[config.mk]
export PLATFORM = sky130hd
export DESIGN_NAME = psg_write_arbiter_flat
export DESIGN_NICKNAME = d
export VERILOG_FILES = /design/src/rtl/psg_write_arbiter_if.sv /design/src/rtl/psg_write_arbiter.sv /design/src/flat_wrapper.sv
export SDC_FILE = /design/constraint.sdc
export NUM_CORES = 1
export LEC_CHECK = 0
export BUFFER_PORTS_ARGS = -buffer_cell sky130_fd_sc_hd__buf_2
export CAP_MARGIN = 0
export CORE_ASPECT_RATIO = 0.8
export CORE_MARGIN = 8
export CORE_UTILIZATION = 30
export CTS_BUF_LIST = sky130_fd_sc_hd__clkbuf_4 sky130_fd_sc_hd__clkbuf_8
export CTS_CLUSTER_DIAMETER = 30
export CTS_CLUSTER_SIZE = 14
export DETAILED_ROUTE_END_ITERATION = 16
export PLACE_DENSITY = 0.58
export RECOVER_POWER = 50
export SETUP_SLACK_MARGIN = 0.02
export SKIP_CTS_REPAIR_TIMING = 1
export SYNTH_ARGS = -nofsm -noshare
export SYNTH_HDL_FRONTEND = slang
export SYNTH_SLANG_ARGS = --single-unit
export TNS_END_PERCENT = 20
[constraint.sdc]
create_clock -name CLK -period 2.2 [get_ports CLK]
set_input_delay 0.22 -clock CLK [delete_from_list [all_inputs] [get_ports CLK]]
set_output_delay 0.22 -clock CLK [all_outputs]
set_load 0.02 [all_outputs]
[src/rtl/psg_write_arbiter_if.sv]
// Requester and PSG-chip signal bundle for the two-requester write arbiter.
// The master modport is the arbiter side; the slave modport is the requesters plus chip.
interface psg_write_arbiter_if;
    logic       req0_valid;
    logic [7:0] req0_data;
    logic       req0_lock;
    logic       req0_ready;
    logic       req1_valid;
    logic [7:0] req1_data;
    logic       req1_lock;
    logic       req1_ready;
    logic       nWE;
    logic       nCE;
    logic [7:0] D;
    logic       READY;
    logic       busy;
    logic       grant;
    logic       err;

    modport master (
        input  req0_valid, req0_data, req0_lock,
        input  req1_valid, req1_data, req1_lock,
        input  READY,
        output req0_ready, req1_ready,
        output nWE, nCE, D, busy, grant, err
    );

    modport slave (
        output req0_valid, req0_data, req0_lock,
        output req1_valid, req1_data, req1_lock,
        output READY,
        input  req0_ready, req1_ready,
        input  nWE, nCE, D, busy, grant, err
    );
endinterface

[src/rtl/psg_write_arbiter.sv]
// Arbitrates two byte requesters onto a PSG chip bus, sequencing nCE/nWE against
// the chip READY line with timeout protection and optional latch/data bus locking.
module psg_write_arbiter #(
    parameter int unsigned RECOVER_CYCLES = 2,
    parameter int unsigned READY_TIMEOUT  = 64
) (
    input logic                 CLK,
    input logic                 nRST,
    psg_write_arbiter_if.master bus
);

    typedef enum logic [2:0] {
        S_IDLE    = 3'd0,
        S_SETUP   = 3'd1,
        S_STROBE  = 3'd2,
        S_RELEASE = 3'd3,
        S_RECOVER = 3'd4
    } state_e;

    localparam logic [7:0] TO_LAST = 8'(READY_TIMEOUT - 32'd1);
    localparam logic [7:0] RC_LAST = (RECOVER_CYCLES == 32'd0) ? 8'd0 : 8'(RECOVER_CYCLES - 32'd1);

    state_e     state_q, state_d;
    logic [7:0] cnt_q, cnt_d;
    logic       nwe_q, nwe_d;
    logic       nce_q, nce_d;
    logic [7:0] d_q, d_d;
    logic       busy_q, busy_d;
    logic       grant_q, grant_d;
    logic       err_q, err_d;
    logic       lock_vld_q, lock_vld_d;
    logic       lock_own_q, lock_own_d;
    logic       prio_q, prio_d;
    logic       elig0_s, elig1_s, pick_s, accept_s;

    assign elig0_s = bus.req0_valid && (!lock_vld_q || (lock_own_q == 1'b0));
    assign elig1_s = bus.req1_valid && (!lock_vld_q || (lock_own_q == 1'b1));
    assign pick_s  = (elig0_s && elig1_s) ? prio_q : elig1_s;

    // Ready is the live acceptance handshake, so it is masked while reset is applied.
    assign bus.req0_ready = nRST && accept_s && !pick_s;
    assign bus.req1_ready = nRST && accept_s && pick_s;
    assign bus.nWE        = nwe_q;
    assign bus.nCE        = nce_q;
    assign bus.D          = d_q;
    assign bus.busy       = busy_q;
    assign bus.grant      = grant_q;
    assign bus.err        = err_q;

    // Next-state, arbitration and chip-strobe decode.
    always_comb begin
        state_d    = state_q;
        d_d        = d_q;
        grant_d    = grant_q;
        err_d      = err_q;
        lock_vld_d = lock_vld_q;
        lock_own_d = lock_own_q;
        prio_d     = prio_q;
        accept_s   = 1'b0;
        case (state_q)
            S_IDLE: begin
                if (elig0_s || elig1_s) begin
                    accept_s   = 1'b1;
                    state_d    = S_SETUP;
                    d_d        = pick_s ? bus.req1_data : bus.req0_data;
                    grant_d    = pick_s;
                    prio_d     = ~pick_s;
                    lock_vld_d = pick_s ? bus.req1_lock : bus.req0_lock;
                    lock_own_d = pick_s;
                end else begin
                    state_d = S_IDLE;
                end
            end
            S_SETUP: begin
                state_d = S_STROBE;
            end
            S_STROBE: begin
                if (!bus.READY) begin
                    state_d = S_RELEASE;
                end else if (cnt_q == TO_LAST) begin
                    state_d    = S_RELEASE;
                    err_d      = 1'b1;
                    lock_vld_d = 1'b0;
                end else begin
                    state_d = S_STROBE;
                end
            end
            S_RELEASE: begin
                if (bus.READY) begin
                    state_d = S_RECOVER;
                end else if (cnt_q == TO_LAST) begin
                    state_d    = S_RECOVER;
                    err_d      = 1'b1;
                    lock_vld_d = 1'b0;
                end else begin
                    state_d = S_RELEASE;
                end
            end
            S_RECOVER: begin
                if (cnt_q >= RC_LAST) begin
                    state_d = S_IDLE;
                end else begin
                    state_d = S_RECOVER;
                end
            end
            default: begin
                state_d = S_IDLE;
            end
        endcase
        cnt_d  = (state_d != state_q) ? 8'd0 : ((cnt_q == 8'hFF) ? cnt_q : cnt_q + 8'd1);
        nwe_d  = (state_d != S_STROBE);
        nce_d  = !((state_d == S_SETUP) || (state_d == S_STROBE));
        busy_d = (state_d != S_IDLE);
    end

    // State and registered chip outputs.
    always_ff @(posedge CLK) begin
        if (!nRST) begin
            state_q    <= S_IDLE;
            cnt_q      <= 8'd0;
            nwe_q      <= 1'b1;
            nce_q      <= 1'b1;
            d_q        <= 8'h00;
            busy_q     <= 1'b0;
            grant_q    <= 1'b0;
            err_q      <= 1'b0;
            lock_vld_q <= 1'b0;
            lock_own_q <= 1'b0;
            prio_q     <= 1'b0;
        end else begin
            state_q    <= state_d;
            cnt_q      <= cnt_d;
            nwe_q      <= nwe_d;
            nce_q      <= nce_d;
            d_q        <= d_d;
            busy_q     <= busy_d;
            grant_q    <= grant_d;
            err_q      <= err_d;
            lock_vld_q <= lock_vld_d;
            lock_own_q <= lock_own_d;
            prio_q     <= prio_d;
        end
    end

endmodule

[src/flat_wrapper.sv]
// flat-port wrapper written by rule: the top's interface ports become plain ports
module psg_write_arbiter_flat 
#(
    parameter int unsigned RECOVER_CYCLES = 2,
    parameter int unsigned READY_TIMEOUT  = 64
)
  (CLK, nRST, bus_req0_valid, bus_req0_data, bus_req0_lock, bus_req1_valid, bus_req1_data, bus_req1_lock, bus_READY, bus_req0_ready, bus_req1_ready, bus_nWE, bus_nCE, bus_D, bus_busy, bus_grant, bus_err);
  psg_write_arbiter_if bus_i ();
  input logic CLK;
  input logic nRST;
  input wire logic [$bits(bus_i.req0_valid)-1:0] bus_req0_valid;
  input wire logic [$bits(bus_i.req0_data)-1:0] bus_req0_data;
  input wire logic [$bits(bus_i.req0_lock)-1:0] bus_req0_lock;
  input wire logic [$bits(bus_i.req1_valid)-1:0] bus_req1_valid;
  input wire logic [$bits(bus_i.req1_data)-1:0] bus_req1_data;
  input wire logic [$bits(bus_i.req1_lock)-1:0] bus_req1_lock;
  input wire logic [$bits(bus_i.READY)-1:0] bus_READY;
  output wire logic [$bits(bus_i.req0_ready)-1:0] bus_req0_ready;
  output wire logic [$bits(bus_i.req1_ready)-1:0] bus_req1_ready;
  output wire logic [$bits(bus_i.nWE)-1:0] bus_nWE;
  output wire logic [$bits(bus_i.nCE)-1:0] bus_nCE;
  output wire logic [$bits(bus_i.D)-1:0] bus_D;
  output wire logic [$bits(bus_i.busy)-1:0] bus_busy;
  output wire logic [$bits(bus_i.grant)-1:0] bus_grant;
  output wire logic [$bits(bus_i.err)-1:0] bus_err;
  assign bus_i.req0_valid = bus_req0_valid;
  assign bus_i.req0_data = bus_req0_data;
  assign bus_i.req0_lock = bus_req0_lock;
  assign bus_i.req1_valid = bus_req1_valid;
  assign bus_i.req1_data = bus_req1_data;
  assign bus_i.req1_lock = bus_req1_lock;
  assign bus_i.READY = bus_READY;
  assign bus_req0_ready = bus_i.req0_ready;
  assign bus_req1_ready = bus_i.req1_ready;
  assign bus_nWE = bus_i.nWE;
  assign bus_nCE = bus_i.nCE;
  assign bus_D = bus_i.D;
  assign bus_busy = bus_i.busy;
  assign bus_grant = bus_i.grant;
  assign bus_err = bus_i.err;
  psg_write_arbiter #(.RECOVER_CYCLES(RECOVER_CYCLES), .READY_TIMEOUT(READY_TIMEOUT)) u_core (.CLK(CLK), .nRST(nRST), .bus(bus_i));
endmodule
==> results.yml <==
grt:
  grt_pass1_vias: 1246
  grt_use_total_pct: 9.73
  grt_use_met1_pct: 13.6
  global_route.usage.met3_pct: 1.96
  met2_usage_pct: 14.3
  grt_first_pass_wirelength_um: 6100
  gr-total-overflow: 0
  global_route.peak_usage_layer: "met2"
  antenna_found_initial: 0
  maximum_number_of_pins_on_one_net_before_global_route_repair: 16
placement:
  dp_hpwl_um: 2820
  detailed_place.area_mm2: 0.00177
  buffer_ports.inserted: 37
  gpl.final_weighted_congestion: 0.757
route:
  wl_per_cell_um: 14.2
  detailed_route_vias_per_instance: 5.25
  detail_route.drc_violations: 0
  routed_wl_um: 3720
  via_count: 1376
  detail_route.first_pass.iterations: 4
  drt-initial-drc-count: 159
  ant_nets: 0
synth:
  postSynth.asyncResetShare_pct: 0
  ys_ff_latch: 26
  synthesis.nets: 191
  synth-main-ff-cell: "dfxtp_1"
  area_share_of_the_largest_cell_type_after_synthesis_pct: 33.5
  portion_of_the_post_synthesis_area_used_by_sequential_elements_pct: 33.5
  syn_area_mm2: 0.00155
  synth_top_cells_by_area: "dfxtp_1, mux2i_1, a211oi_2, nor2_1, buf_6"
  post_synth_num_cell_types: 46
  synth-warning-count: 0
  number_of_flops_mapped_to_enable_cells_by_yosys: 0
  postSynthAreaPerCell_um2: 9.42
  netlist.top_cell.by_area: "dfxtp_1"
  postSynthCellCount: 165
finish:
  layout.cells.most_common: "dfxtp_1"
  antennaDiodeCount: 0
  drive_above_1_share_pct: 26.0
  layout_common_cells: "dfxtp_1, buf_2, nor2_1, clkbuf_1, mux2i_1"
  final_instance_area_mm2: 0.00182
  sequential_cell_area_um2: 520
  area.growth.synth_to_final_pct: 16.9
  final.fill_count: 533
  multi_input_area_um2: 926
  num-nets-final: 227
power_and_ir_drop:
  power-per-cell-area_mw_per_mm2: 763
  ir_worst_vdd_mv: 0.335
  static_leakage_power_nw: 0.689
  finalPower_mw: 1.39
timing:
  timing.final.hold_violations: 0
  timing.final.crit_share_pct: 91.7
  maxSlewViolCount: 0
  final.hold.worst_slack_ps: 236
  max_freq_mhz: 495
  setup-violations-final: 0
  worst-slew-pin-transition_ps: 598
  relSlewSlack_pct: 60.1
  rsz0062_at_grt: "no"
  fin_setup_tns_ps: 0
  fin_crit_ps: 2020
  clock_skew_after_layout_ps: 5.32
run_status:
  outcome: "finished, final reports clean"
critical_path:
  required_ps: 1980
  nature_of_the_critical_path_endpoint: "output port"
  start_kind: "flop"
  worst-endpoint-arrival_ps: 1800
  crit_path_max_fanout: 11
  critical_path_class: "flop to output port"
floorplan:
  fp_rows: 23
  die-area_mm2: 0.00775
  initial_util_pct: 31.0
  num_io_pins: 38
  die-height_um: 80.4
  core_area_mm2: 0.00501
  chipWidth_um: 96.5
run:
  cap_viol_max_count: 0
cts:
  cts_tree: "yes"
  clock_tree.htree_level_count: 1
  clock-sinks: 26
  clock_path_buffers: 2
  clk_pin_slew_worst_paths_ps: 90
  clk_latency_ps: 270
  tritoncts_buffer_count: 3
  cts_root_buffer: "clkbuf_8"
min_path:
  hp-class: "input port to flop"
-- logic make-up (layout without fill, tap and decap cells) --
| kind of cell | count (synthesis) | count (layout) | share of synthesized area, % |
|---|---|---|---|
| simple gates | 65 | 65 | 23.3 |
| compound gates | 39 | 39 | 24.5 |
| flops | 26 | 26 | 33.5 |
| buf+inv | 17 | 52 | 6.92 |
| mux | 12 | 12 | 7.73 |
| fa+ha+maj | 3 | 3 | 2.42 |
| xor+xnor | 3 | 3 | 1.69 |
-- critical path, cell delays in order, from the launching register on --
cell     delay, ps
dfxtp_1        380
or3b_2         500
nand3_2        280
and3_1         200
buf_2          160
-- registers in the layout (all words and copies together), names as in the netlist --
register	count
u_core.bus.nCE	1
u_core.bus.grant	1
u_core.bus.busy	1
u_core.bus.err	1
u_core.cnt_q	8
u_core.bus.D	8
u_core.bus.nWE	1
u_core.state_q	3
u_core.lock_vld_q	1
u_core.prio_q	1
-- layer usage --
| layer | routed length, µm | vias to the layer above |
|---|---|---|
| li1 | - | 678 |
| met1 | 1740 | 644 |
| met2 | 1710 | 49 |
| met3 | 222 | 5 |
| met4 | 53 | 0 |
| met5 | 0 | - |
-- path summary, 6_finish.rpt --
| path | cells past startpoint | slack, ps | start | end |
|---|---|---|---|---|
| worst max-delay path | 4 | 180 | u_core.lock_vld_q$_SDFFE_PN0P_ | bus_req0_ready |
| worst min-delay path | 2 | 240 | nRST | u_core.state_q[0]$_SDFF_PN0_ |
| worst max register to register | 6 | 270 | u_core.cnt_q[1]$_SDFFE_PP0P_ | u_core.cnt_q[6]$_SDFFE_PP0P_ |
| worst min register to register | 2 | 450 | u_core.bus.err$_SDFFE_PN0P_ | u_core.bus.err$_SDFFE_PN0P_ |
-- stage by stage --
step / setup slack [ps] / instances / utilization [%]
final: 182 / 262 / 36.3
after global placement: 377 / 258 / 35.3
after global routing: 86.5 / 262 / 36.3
after floorplan: 401 / 165 / -
after detailed placement: 298 / 258 / 35.3
after CTS: 169 / 262 / 36.7
-- cells in the mapped netlist, drive strengths merged (4+ instances only) --
master and count:
nand3 4, o21ai 7, nand2b 4, nand2 9
a211oi 10, dfxtp 26, buf 8, nor2 16
nand4 4, nor3 10, a21oi 7, inv 7
mux2i 12
-- where the power goes --
group	leakage (nW)	total [mW]	internal, mW	switching [mW]
Sequential	0.214	0.568	0.524	0.0447
Combinational	0.440	0.421	0.172	0.249
Clock	0.0357	0.398	0.244	0.154
-- layout make-up --
type	instances	share of cell area, %
clock inverter	1	1.65
clock buffer	3	2.27
sequential	26	28.7
inverter	7	1.45
timing repair buffer	41	10.7
multi-input combinational	122	51.0
tap	62	4.27
No activity file was read; power rests on OpenSTA's default activity.
